<file path="src/rtl/spi_read_pkg.sv">
// Shared definitions for the SPI read sequencer.
// Holds the state encoding and the default frame geometry.
package spi_read_pkg;
  localparam int DEF_FRAME_BITS = 50;
  localparam int DEF_SKIP_BITS  = 18;
  localparam int DEF_NUM_CH     = 4;
  localparam int DEF_GAP_TICKS  = 2;

  typedef enum logic [2:0] {
    S_IDLE,
    S_ARM,
    S_SHIFT,
    S_STORE,
    S_GAP
  } state_t;

  function automatic int ch_width(input int n);
    return (n > 1) ? $clog2(n) : 1;
  endfunction
endpackage

</file>
<file path="src/rtl/spi_read_sipo.sv">
// Serial-in parallel-out register for the SPI read sequencer.
// Bits enter at the LSB so the first bit ends up as the MSB.
module spi_read_sipo
  import spi_read_pkg::*;
#(
  parameter int DATA_W = 32
) (
  input  logic              clk_i,
  input  logic              rst_i,
  input  logic              clr,
  input  logic              shift,
  input  logic              din,
  output logic [DATA_W-1:0] q
);

  always_ff @(posedge clk_i or posedge rst_i) begin
    if (rst_i) begin
      q <= '0;
    end else if (clr) begin
      q <= '0;
    end else if (shift) begin
      q <= (q << 1) | DATA_W'(din);
    end
  end

endmodule

</file>
<file path="src/rtl/spi_read_seq.sv">
// SPI read sequencer: frames NUM_CH conversions, drops the leading
// SKIP_BITS clocks and presents one MSB-first word per channel.
module spi_read_seq
  import spi_read_pkg::*;
#(
  parameter  int FRAME_BITS = DEF_FRAME_BITS,
  parameter  int SKIP_BITS  = DEF_SKIP_BITS,
  parameter  int NUM_CH     = DEF_NUM_CH,
  parameter  int GAP_TICKS  = DEF_GAP_TICKS,
  localparam int DATA_W     = FRAME_BITS - SKIP_BITS,
  localparam int CNT_W      = $clog2(FRAME_BITS),
  localparam int CH_W       = ch_width(NUM_CH)
) (
  input  logic              clk_i,
  input  logic              rst_i,
  input  logic              strr_i,
  input  logic              cont_i,
  input  logic              abort_i,
  input  logic              slow_clk_i,
  input  logic              miso_i,
  output logic              frame_o,
  output logic [CH_W-1:0]   ch_o,
  output logic [DATA_W-1:0] data_o,
  output logic              valid_o,
  output logic              eor_o,
  output logic              busy_o
);

  localparam logic [CNT_W-1:0] LAST_BIT   = CNT_W'(FRAME_BITS - 1);
  localparam logic [CNT_W-1:0] FIRST_DATA = CNT_W'(SKIP_BITS);
  localparam logic [CNT_W-1:0] LAST_GAP   = CNT_W'(GAP_TICKS - 1);
  localparam logic [CH_W-1:0]  LAST_CH    = CH_W'(NUM_CH - 1);

  state_t            state_q;
  state_t            state_d;
  logic [CNT_W-1:0]  cnt_q;
  logic [CNT_W-1:0]  cnt_d;
  logic [CH_W-1:0]   ch_q;
  logic [CH_W-1:0]   ch_d;
  logic              frame_d;
  logic              valid_d;
  logic              eor_d;
  logic              load;
  logic              sipo_clr;
  logic              sipo_shift;
  logic [DATA_W-1:0] sipo_q;
  logic [DATA_W-1:0] capture;

  spi_read_sipo #(
    .DATA_W(DATA_W)
  ) u_sipo (
    .clk_i(clk_i),
    .rst_i(rst_i),
    .clr  (sipo_clr),
    .shift(sipo_shift),
    .din  (miso_i),
    .q    (sipo_q)
  );

  assign sipo_clr   = (state_q != S_SHIFT);
  assign sipo_shift = (state_q == S_SHIFT) && slow_clk_i
                      && (cnt_q >= FIRST_DATA);
  // word including the LSB being sampled on this tick
  assign capture    = (sipo_q << 1) | DATA_W'(miso_i);

  always_ff @(posedge clk_i or posedge rst_i) begin
    if (rst_i) begin
      state_q <= S_IDLE;
    end else begin
      state_q <= state_d;
    end
  end

  always_comb begin
    state_d = state_q;
    unique case (state_q)
      S_IDLE:  if (strr_i) state_d = S_ARM;
      S_ARM:   state_d = S_SHIFT;
      S_SHIFT: if (slow_clk_i && cnt_q == LAST_BIT) state_d = S_STORE;
      S_STORE: state_d = (ch_q != LAST_CH || cont_i) ? S_GAP : S_IDLE;
      S_GAP:   if (slow_clk_i && cnt_q == LAST_GAP) state_d = S_ARM;
      default: state_d = S_IDLE;
    endcase
    if (abort_i) state_d = S_IDLE;
  end

  always_comb begin
    frame_d = (state_d == S_SHIFT);
    valid_d = (state_d == S_STORE);
    eor_d   = (state_d == S_IDLE);
    load    = (state_d == S_STORE);
  end

  always_comb begin
    cnt_d = '0;
    ch_d  = ch_q;
    unique case (state_q)
      S_IDLE: ch_d = '0;
      S_SHIFT: begin
        if (slow_clk_i) cnt_d = (cnt_q == LAST_BIT) ? '0 : cnt_q + 1'b1;
        else cnt_d = cnt_q;
      end
      S_STORE: ch_d = (ch_q != LAST_CH) ? ch_q + 1'b1 : '0;
      S_GAP: begin
        if (slow_clk_i) cnt_d = (cnt_q == LAST_GAP) ? '0 : cnt_q + 1'b1;
        else cnt_d = cnt_q;
      end
      default: cnt_d = '0;
    endcase
    if (abort_i) cnt_d = '0;
  end

  always_ff @(posedge clk_i or posedge rst_i) begin
    if (rst_i) begin
      cnt_q   <= '0;
      ch_q    <= '0;
      frame_o <= 1'b0;
      valid_o <= 1'b0;
      eor_o   <= 1'b1;
      data_o  <= '0;
      ch_o    <= '0;
    end else begin
      cnt_q   <= cnt_d;
      ch_q    <= ch_d;
      frame_o <= frame_d;
      valid_o <= valid_d;
      eor_o   <= eor_d;
      if (load) begin
        data_o <= capture;
        ch_o   <= ch_q;
      end
    end
  end

  assign busy_o = ~eor_o;

endmodule
</file>
<file path="config.mk">
export PLATFORM = sky130hd
export DESIGN_NAME = spi_read_seq
export DESIGN_NICKNAME = d
export VERILOG_FILES = /design/src/rtl/spi_read_pkg.sv /design/src/rtl/spi_read_sipo.sv /design/src/rtl/spi_read_seq.sv
export SDC_FILE = /design/constraint.sdc
export NUM_CORES = 1
export LEC_CHECK = 0
export CAP_MARGIN = 20
export CORE_UTILIZATION = 50
export CTS_CLUSTER_DIAMETER = 200
export CTS_CLUSTER_SIZE = 24
export DETAILED_ROUTE_END_ITERATION = 6
export GPL_ROUTABILITY_DRIVEN = 1
export PLACE_DENSITY = 0.85
export SLEW_MARGIN = 20
export SYNTH_ARGS = -nofsm -noshare
export SYNTH_HDL_FRONTEND = slang
export SYNTH_SLANG_ARGS = --single-unit
</file>
<file path="constraint.sdc">
create_clock -name clk_i -period 2.4 [get_ports clk_i]
set_clock_uncertainty 0.1 [all_clocks]
set_input_delay 0.36 -clock clk_i [delete_from_list [all_inputs] [get_ports clk_i]]
set_output_delay 0.36 -clock clk_i [all_outputs]
set_load 0.03 [all_outputs]
</file>
==> run summary <==
The flow ran to the end, and the final reports show no timing, DRC or antenna violations. The number of enable flip-flop cells after synthesis is 0, and the total routed wirelength is 6180 um. For this run, the leading register cell type out of synthesis is sky130_fd_sc_hd__dfrtp_1. After clock tree synthesis, the repair step resized 0 gates. The run gives 0 as the final-report max-slew violation count. The net switching fraction of the power was 0.234; the synthesized instance count was 276. The cell with the most instances after synthesis was sky130_fd_sc_hd__dfrtp_1. Using the TritonRoute via totals, the vias-per-cell ratio works out to 5.19. The root buffer cell chosen for the clock tree is sky130_fd_sc_hd__clkbuf_8.

The routability congestion estimate from global placement is 0.860. Adding up every negative setup slack in the final design gives 0 ns. The hold violation count in the final report is 0, and the number of synthesized register bits is 79.

The final layout contains 336 nets. The wire-length estimate of the detail-placed layout is 4120 um. The largest vdd supply drop was 0.328 mV. The share of total power in combinational logic came out at 0.082.

TritonCTS built the clock tree. The logs give 0.540 for the power share of the sequential group and 0.34 ns for the clock latency reported for the late side of the worst-skew pair. The worst setup path is captured at a register. The overall global routing resource usage was 0.184; the fill cell instance count of the final layout was 520. Setup repair after global routing left no endpoint under its margin. The post-synthesis sequential area ratio was 0.549; the required time reported for the critical path endpoint was 2.53 ns. The biggest area contributor in the post-synthesis netlist is sky130_fd_sc_hd__dfrtp_1.

Subtracting the final worst setup slack from the clock period gives 2.20 ns. The async set-or-reset flop fraction in the synthesized netlist works out to 1.00. At the pin with the least slew margin, the transition time is 0.665 ns.

In this run the deepest clock path goes through 2 buffers. Tracing the worst setup path back leads to its startpoint at cnt_q[1]$_DFFE_PP0P_. The internal power of the cells came out at 1940 uW. The tools report the portion of total power attributed to the clock network as 0.378.

The top fanout value on the critical path is 14. The count of vias placed by the detailed router is 2204. Summed over all nets, the switching power comes to 594 uW.

The commonest cells after synthesis are sky130_fd_sc_hd__dfrtp_1 (78), sky130_fd_sc_hd__nor2_1 (41), sky130_fd_sc_hd__mux2i_1 (31), sky130_fd_sc_hd__mux2_4 (29), sky130_fd_sc_hd__nand2_1 (10). The fmax was 0.454 GHz; the post-synth design cell area was 3600 um^2. Cell row count: 30. The tools report the count of max-cap constraint violations as 0.

Floorplan die width: 86.9 um. For the distinct cell type count after synthesis, the log shows 42. After clock tree synthesis, the clock-pin slew on the worst setup and hold paths is 0.08 ns. The first global-routing pass estimated 10500 um of wire. In the final routed layout, each cell accounts on average for 14.5 um. Quantity of I/O buffers inserted on ports: 44.

The number of DRC markers in iteration 0 came out at 78. Counting the buffers created by CTS gives 9. Yosys printed 0 warnings. The area fraction of the dominant cell type after synthesis is 0.542, and the ratio of cells with drive above 1 in the final layout is 0.204.

The part of the cycle the worst path needs was 0.919; the count of placed standard cells including taps was 410. In this run, post-CTS hold repair placed 0 buffers. The logs give 0.556 for the worst slew slack as a fraction of its limit and 0 for the buffer count from post-CTS setup fixing.

During I/O placement, the number of pins put on the boundary was 45. Each instance of the synthesized netlist takes up on average 13.0 um^2. STA puts the critical path data arrival time at 2.33 ns.

The run gives 0.524 as the starting utilization of the core area. The remaining global-route overflow was 0. The class of the tightest hold or removal check was input port to asynchronous set/reset pin. The via count of the first global-routing pass is 2166, and the static leakage power is 0.00211 uW. The overall die area is 7550 um^2.

The number of antenna-violating nets in the routed design came out at 0. The largest net degree at the start of global routing was 32; the total power after layout was 2530 uW. The clock net in this run drives a total of 79 sinks.

For this design the ratio of total power to cell area is 585 nW/um^2. DRC violation count after routing: 0. For the number of detailed-route iterations in the first pass, the log shows 4. Yosys attributes the largest share of cell area to sky130_fd_sc_hd__dfrtp_1 (54%), sky130_fd_sc_hd__mux2_4 (12%), sky130_fd_sc_hd__mux2i_1 (8.6%), sky130_fd_sc_hd__nor2_1 (4.3%), sky130_fd_sc_hd__buf_12 (2.2%). The final cell count without fillers came out at 425. STA classifies the critical path startpoint as a register. The H-tree was split into 3 levels. The number of antenna violations at the first check in global routing was 0.

Start-to-end type of the worst setup path: register to register. Setup violations remaining at the end of the flow were counted as 0. The placeable core area came out at 6870 um^2. The worst flop-to-flop path startpoint was cnt_q[1]$_DFFE_PP0P_. Counting every net in the synthesized netlist gives 287.

The number of antenna diodes in the final layout is 0. The final-layout worst hold slack came out at 0.357 ns. Relative to the synthesized area, the layout overhead comes to 20.2%. Height of the die: 86.9 um.
[cells in the final DEF (no fill, tap or decap), drive strengths merged, types with 3 or more instances in the layout]
cell           instances
a21oi                  3
clkdlybuf4s50         44
nand2b                 4
nor2b                  7
nand3                  3
buf                    9
nand2                 10
nor2                  41
o21ai                 10
inv                    7
o211ai                 3
mux2                  34
dfrtp                 78
clkbuf                12
ha                     4
nor3                   3
mux2i                 31
[power by group through the flow]
stage	registers [uW]	logic (uW)	clock network [uW]
finish	1370	207	958
global route	1370	225	1030
CTS	1370	210	973
detailed placement	1390	209	0
global placement	1390	206	0
floorplan	1410	128	0
[final timing paths]
kind                       depth (start not counted)  slack, ns                  endpoint
hold reg to reg                                    1       0.41       ch_o[1]$_DFFE_PP0N_
setup / recovery                                   7       0.20     data_o[2]$_DFFE_PP0N_
min in group clk_i                                 1       0.41       ch_o[1]$_DFFE_PP0N_
setup reg to reg                                   7       0.20     data_o[2]$_DFFE_PP0N_
hold / removal                                     2       0.36  u_sipo.q[26]$_DFFE_PP0P_
max in group asynchronous                          3       1.30  u_sipo.q[30]$_DFFE_PP0P_
[cell type report]
| cell class | instances | area, um^2 | area share |
|---|---|---|---|
| inverter | 8 | 33.8 | 0.00781 |
| clock buffer | 12 | 145 | 0.0335 |
| timing repair buffer | 53 | 558 | 0.129 |
| tap | 96 | 120 | 0.0278 |
| multi-input combinational | 174 | 1450 | 0.335 |
| clock inverter | 3 | 43.8 | 0.0101 |
| sequential | 79 | 1980 | 0.457 |
[logic make-up after synthesis]
family / Yosys count / synth area share
compound gates: 27 / 0.0542
xor+xnor: 1 / 0.00243
fa+ha+maj: 4 / 0.0139
buf+inv: 23 / 0.0504
flops: 79 / 0.549
mux: 65 / 0.223
simple gates: 77 / 0.107
[worst max-delay path: stages, from the launching register on]
cell and delay (ns):
sky130_fd_sc_hd__dfrtp_1 0.43, sky130_fd_sc_hd__inv_1 0.08, sky130_fd_sc_hd__ha_1 0.13, sky130_fd_sc_hd__nor3b_4 0.28, sky130_fd_sc_hd__a41o_2 0.28, sky130_fd_sc_hd__nor2b_4 0.18
sky130_fd_sc_hd__buf_4 0.29, sky130_fd_sc_hd__mux2_4 0.33
[stage by stage]
stage | area, um^2 | setup WS [ns] | util
3_5_place_dp | 4140 | 0.174 | 0.603
3_3_place_gp | 4140 | 0.206 | 0.603
6_report | 4330 | 0.195 | 0.630
5_1_grt | 4330 | 0.0809 | 0.630
2_1_floorplan | 3600 | 0.404 | -
4_1_cts | 4330 | 0.179 | 0.630
[per-layer routing]
| layer | up-vias | share of wire | global-route usage |
|---|---|---|---|
| li1 | 1049 | - | - |
| met3 | 8 | 0.035 | 0.0427 |
| met1 | 1092 | 0.47 | 0.247 |
| met4 | 0 | 0.015 | 0.0773 |
| met2 | 55 | 0.48 | 0.288 |
| met5 | - | 0 | 0 |
[registers in the layout (all words and copies together), names as in the netlist]
| signal | count |
|---|---|
| data_o | 32 |
| frame_o | 1 |
| valid_o | 1 |
| cnt_q | 6 |
| ch_q | 2 |
| u_sipo.q | 31 |
| eor_o | 1 |
| ch_o | 2 |
| state_q | 3 |
Note: power is estimated with default switching activity, not from simulation.
